`config.mk`:
```
export PLATFORM = sky130hd
export DESIGN_NAME = ah_encoder_8_12
export DESIGN_NICKNAME = d
export VERILOG_FILES = /design/src/rtl/ah_encoder_8_12.sv
export SDC_FILE = /design/constraint.sdc
export NUM_CORES = 1
export LEC_CHECK = 0
export BUFFER_PORTS_ARGS = -buffer_cell sky130_fd_sc_hd__buf_2
export CORE_MARGIN = 3
export CORE_UTILIZATION = 52
export CTS_CLUSTER_SIZE = 12
export DETAILED_ROUTE_END_ITERATION = 6
export PLACE_DENSITY = 0.87
export REMOVE_ABC_BUFFERS = 1
export SLEW_MARGIN = 0
export SYNTH_ARGS = -nofsm -noshare
export SYNTH_HDL_FRONTEND = slang
export SYNTH_SLANG_ARGS = --single-unit
```
`constraint.sdc`:
```
create_clock -name clk -period 7.3 [get_ports clk]
set_input_delay 1.095 -clock clk [delete_from_list [all_inputs] [get_ports clk]]
set_output_delay 1.095 -clock clk [all_outputs]
set_load 0.01 [all_outputs]
```
`src/rtl/ah_encoder_8_12.sv`:
```
//------------------------------------------------------------------------------
// Module      : ah_encoder_8_12
// Description : Round-robin arbiter for 8 clients that encodes the winner as
//               {client_id, offset} onto a registered valid/ready egress port.
//               Optional build macro AH_ENCODER_CNT_EN adds pkt_cnt/err_cnt.
// Revision    : 1.0 - initial release
//------------------------------------------------------------------------------
`default_nettype none

module ah_encoder_8_12 #(
    parameter int NUM_CLIENTS = 8,
    parameter int FIELD_W     = 12,
    parameter int OFFS_W      = 9,
    parameter int OFFS_MAX    = 511
) (
    input  logic                          clk,
    input  logic                          rst,
    input  logic [NUM_CLIENTS-1:0]        client_req,
    input  logic [NUM_CLIENTS*OFFS_W-1:0] client_offset,
    output logic [NUM_CLIENTS-1:0]        client_gnt,
    output logic [FIELD_W-1:0]            egress_pkt_field,
    output logic                          egress_valid,
    input  logic                          egress_ready,
    output logic                          enc_err
`ifdef AH_ENCODER_CNT_EN
    ,
    output logic [15:0]                   pkt_cnt,
    output logic [7:0]                    err_cnt
`endif
);

    localparam int ID_W = FIELD_W - OFFS_W;

    typedef enum logic [0:0] {
        ST_EMPTY = 1'b0,
        ST_FULL  = 1'b1
    } state_t;

    state_t               state_q;
    logic [ID_W-1:0]      last_gnt_q;
    logic [FIELD_W-1:0]   field_q;
    logic                 enc_err_q;

    logic                 w_any_req;
    logic                 w_can_load;
    logic                 w_grant;
    logic                 w_found;
    logic [ID_W-1:0]      w_idx;
    logic [ID_W-1:0]      w_win_idx;
    logic [OFFS_W-1:0]    w_win_off;
    logic                 w_off_err;
    logic [FIELD_W-1:0]   field_d;

    assign w_any_req  = |client_req;
    assign w_can_load = (state_q == ST_EMPTY) || egress_ready;
    assign w_grant    = w_any_req && w_can_load && !rst;

    // Search starts one past the last winner and wraps, giving rotating priority.
    always_comb begin
        w_found   = 1'b0;
        w_win_idx = '0;
        w_idx     = '0;
        for (int k = 1; k <= NUM_CLIENTS; k++) begin
            w_idx = last_gnt_q + ID_W'(k);
            if (!w_found && client_req[w_idx]) begin
                w_found   = 1'b1;
                w_win_idx = w_idx;
            end
        end
    end

    assign w_win_off = client_offset[32'(w_win_idx) * OFFS_W +: OFFS_W];
    assign w_off_err = 32'(w_win_off) > 32'(OFFS_MAX);
    assign field_d   = {w_win_idx, w_win_off};

    always_comb begin
        client_gnt = '0;
        if (w_grant) begin
            client_gnt[w_win_idx] = 1'b1;
        end
    end

    // A bad offset still consumes the grant but leaves the output register as
    // if no request had been present.
    always_ff @(posedge clk) begin
        if (rst) begin
            state_q    <= ST_EMPTY;
            field_q    <= '0;
            enc_err_q  <= 1'b0;
            last_gnt_q <= ID_W'(NUM_CLIENTS - 1);
        end else begin
            enc_err_q <= w_grant && w_off_err;
            if (w_grant) begin
                last_gnt_q <= w_win_idx;
            end
            case (state_q)
                ST_EMPTY: begin
                    if (w_grant && !w_off_err) begin
                        field_q <= field_d;
                        state_q <= ST_FULL;
                    end
                end
                ST_FULL: begin
                    if (egress_ready) begin
                        if (w_grant && !w_off_err) begin
                            field_q <= field_d;
                        end else begin
                            state_q <= ST_EMPTY;
                        end
                    end
                end
                default: state_q <= ST_EMPTY;
            endcase
        end
    end

    assign egress_valid     = (state_q == ST_FULL);
    assign egress_pkt_field = field_q;
    assign enc_err          = enc_err_q;

`ifdef AH_ENCODER_CNT_EN
    logic [15:0] pkt_cnt_q;
    logic [7:0]  err_cnt_q;

    always_ff @(posedge clk) begin
        if (rst) begin
            pkt_cnt_q <= '0;
            err_cnt_q <= '0;
        end else begin
            if (egress_valid && egress_ready) begin
                pkt_cnt_q <= pkt_cnt_q + 16'd1;
            end
            if (enc_err_q && (err_cnt_q != 8'hFF)) begin
                err_cnt_q <= err_cnt_q + 8'd1;
            end
        end
    end

    assign pkt_cnt = pkt_cnt_q;
    assign err_cnt = err_cnt_q;
`endif

endmodule

`default_nettype wire

```
==> summary.txt <==
Placement
  • Final Wtd Congestion: 1.03
  • Buffers on Ports: 103
  • Worst slack, placed: 1.97 ns
  • Detailed Place HPWL: 5.48 mm

Synth
  • Seq/Total Area, Yosys: 0.137
  • Distinct cell type count after synthesis: 57
  • Synth warn: 0
  • Area leader, netlist: mux2i_1
  • Avg Inst Size Synth: 8.67 sq um
  • Top post-synthesis cells by area: mux2i_1 20%, dfxtp_1 14%, mux4_2 11%
  • Yosys top cell area share: 0.202
  • Number of flops mapped to enable cells by yosys: 0
  • Asr flop ratio synth: 0
  • Yosys reg bits: 16
  • Mapped cell area: 2330 sq um
  • Synth Flop Type: dfxtp_1
  • Post-synthesis cell count: 269

GRT
  • Gr usage total: 0.265
  • Largest net degree at the start of global routing: 31
  • Initial antenna violation count: 0
  • GRT overflow: 0
  • Vias in the first global route: 2439
  • Global-route wire length before repair: 11.5 mm

Die
  • # rows: 23
  • Die area: 5330 sq um
  • Chip height: 73.0 um
  • Initial Util: 0.559
  • Die Width: 73.0 um
  • Core Region: 4170 sq um
  • Top-Level Pins: 105

Finish
  • Nets: 447
  • Ant diodes: 0
  • Area Overhead vs Synth: 24.6%
  • Layout cells sized above 1: 0.416
  • Final core occ: 0.697

Clock tree
  • CTS tree: built
  • Max clock buf depth: 2
  • Cts repair resizes: 0
  • CTS sink cnt: 16
  • Post-cts hold buffer count: 0
  • Clk slew on worst S/H paths: 0.07 ns
  • Root buf cell: clkbuf_8
  • Setup Fix Bufs, Post-CTS: 0
  • Total CTS buffers: 3
  • H-tree depth: 1
  • Worst skew pair latency: 0.26 ns

Timing
  • Final Cycle Share: 0.773
  • Fin Setup TNS: 0 ns
  • Slew HR: 0.295
  • Max Slew Vio Count: 0
  • Worst Clk Skew: 0.00801 ns
  • Worst Slack Setup Final: 1.66 ns
  • Unrepaired setup endpoints after global routing: no
  • Post-layout min period: 5.64 ns
  • Worst slew pin tran: 1.06 ns
  • Final number of hold-violating endpoints: 0
  • # setup viols final: 0
  • FMAX: 177 MHz

Setup path
  • Setup crit end: client_gnt[2]
  • CP startpoint: last_gnt_q[0]
  • Crit path DAT: 4.55 ns
  • FF-to-FF Start: last_gnt_q[0]
  • R2R Path End: egress_pkt_field[7]
  • WP data required: 6.20 ns
  • Critical path class: reg -> out
  • Setup slack, reg-to-reg: 2.88 ns
  • Reg2Reg Depth: 11
  • Worst Path Max Fanout: 30
  • Setup crit start kind: register
  • CP endpoint kind: output port

Flow run
  • Maximum capacitance violations: 0

Drt
  • Vias: 2576
  • Vias per cell: 6.27
  • Wirelength per Cell: 17.1 um
  • Residual DRC: 0
  • 1st-iter DRT viols: 132
  • Total Wirelength: 7.02 mm
  • Drt first pass iters: 5
  • Antenna viol nets, final: 0

Outcome
  • Status: finished, final reports clean

Worst hold path
  • Worst Hold Class: reg -> reg
  • Hold Crit Depth: 2
-- layout make-up --
type / count / area [sq um]
clock buffer: 4 / 55.1
fill: 314 / 1270
inverter: 6 / 22.5
multi-input combinational: 229 / 1910
sequential: 16 / 320
tap: 50 / 62.6
timing repair buffer: 106 / 538
-- worst min-delay path by stage --
| stage | from | to | slack [ns] |
|---|---|---|---|
| floorplan | egress_pkt_field[7] | egress_pkt_field[7] | 0.49 |
| global placement | egress_pkt_field[10] | egress_pkt_field[10] | 0.45 |
| detailed placement | egress_pkt_field[6] | egress_pkt_field[6] | 0.47 |
| CTS | egress_pkt_field[8] | egress_pkt_field[8] | 0.48 |
| global route | egress_pkt_field[6] | egress_pkt_field[6] | 0.51 |
| finish | egress_pkt_field[6] | egress_pkt_field[6] | 0.48 |
-- routing by layer --
layer / part of all wire / vias up / global-route usage
li1: - / 1225 / -
met1: 0.40 / 1190 / 0.360
met2: 0.49 / 139 / 0.425
met3: 0.078 / 22 / 0.0441
met4: 0.026 / 0 / 0.0902
met5: 0 / - / 0
-- worst max-delay path, cell delays in order (launching register included) --
cell	delay, ns
dfxtp_1	0.79
inv_1	0.25
ha_1	0.63
mux4_2	0.46
or4_1	0.57
a221o_1	0.33
o211ai_1	0.24
o21bai_2	0.07
buf_4	0.27
or3_1	0.38
nor2_1	0.13
buf_2	0.15
-- flip-flops by register name (all words and copies together), names as in the netlist --
| signal | cells |
|---|---|
| egress_pkt_field | 12 |
| last_gnt_q | 3 |
| egress_valid | 1 |
-- cells in the final DEF (no fill, tap or decap), types with 6 or more instances in the layout --
cell     synthesis  layout
nor2_1          21      21
and2_1           6       6
a22o_1          18      18
dfxtp_1         16      16
mux2_2           7       7
buf_2            8     103
mux4_2          11      11
o31ai_2          8       8
nand3_1         13      13
mux2i_1         47      47
inv_1            6       6
o21ai_0         13      12
nand2_1         17      17
-- stage by stage --
stage          instance area [sq um]  hold slack [ns]  cells
2_1_floorplan                   2240            0.489    251
3_3_place_gp                    2850            0.450    407
3_5_place_dp                    2850            0.473    407
4_1_cts                         2910            0.482    411
5_1_grt                         2910            0.508    411
6_report                        2910            0.479    411
-- cell usage after synthesis, drive strengths merged (2+ instances only) --
cell    instances
nor2           21
o221ai          2
a31o            2
buf            12
nor2b           4
o31ai           9
inv             6
a21boi          2
nand2          17
or2             2
clkbuf          6
mux4           11
a21oi           5
nand3          13
xor2            3
and3            3
mux2i          47
a211oi          2
or3             2
and2            8
nor4            2
xnor2           2
a31oi           3
nand2b          5
nor3            3
a22o           18
mux2            7
o21ai          13
or4             3
ha              2
dfxtp          16
-- cell families after synthesis --
group | Yosys count | synth area share
buffers and inverters | 24 | 0.0509
AND/OR/NAND/NOR | 85 | 0.186
XOR/XNOR | 5 | 0.0188
other | 1 | 0.00161
AO/OA/AOI/OAI | 71 | 0.254
adder cells (fa/ha/maj) | 2 | 0.0107
multiplexers | 65 | 0.342
flip-flops | 16 | 0.137
Power is not shown: default switching activity piles up to over one toggle a cycle in this logic, so the estimate is an artifact.
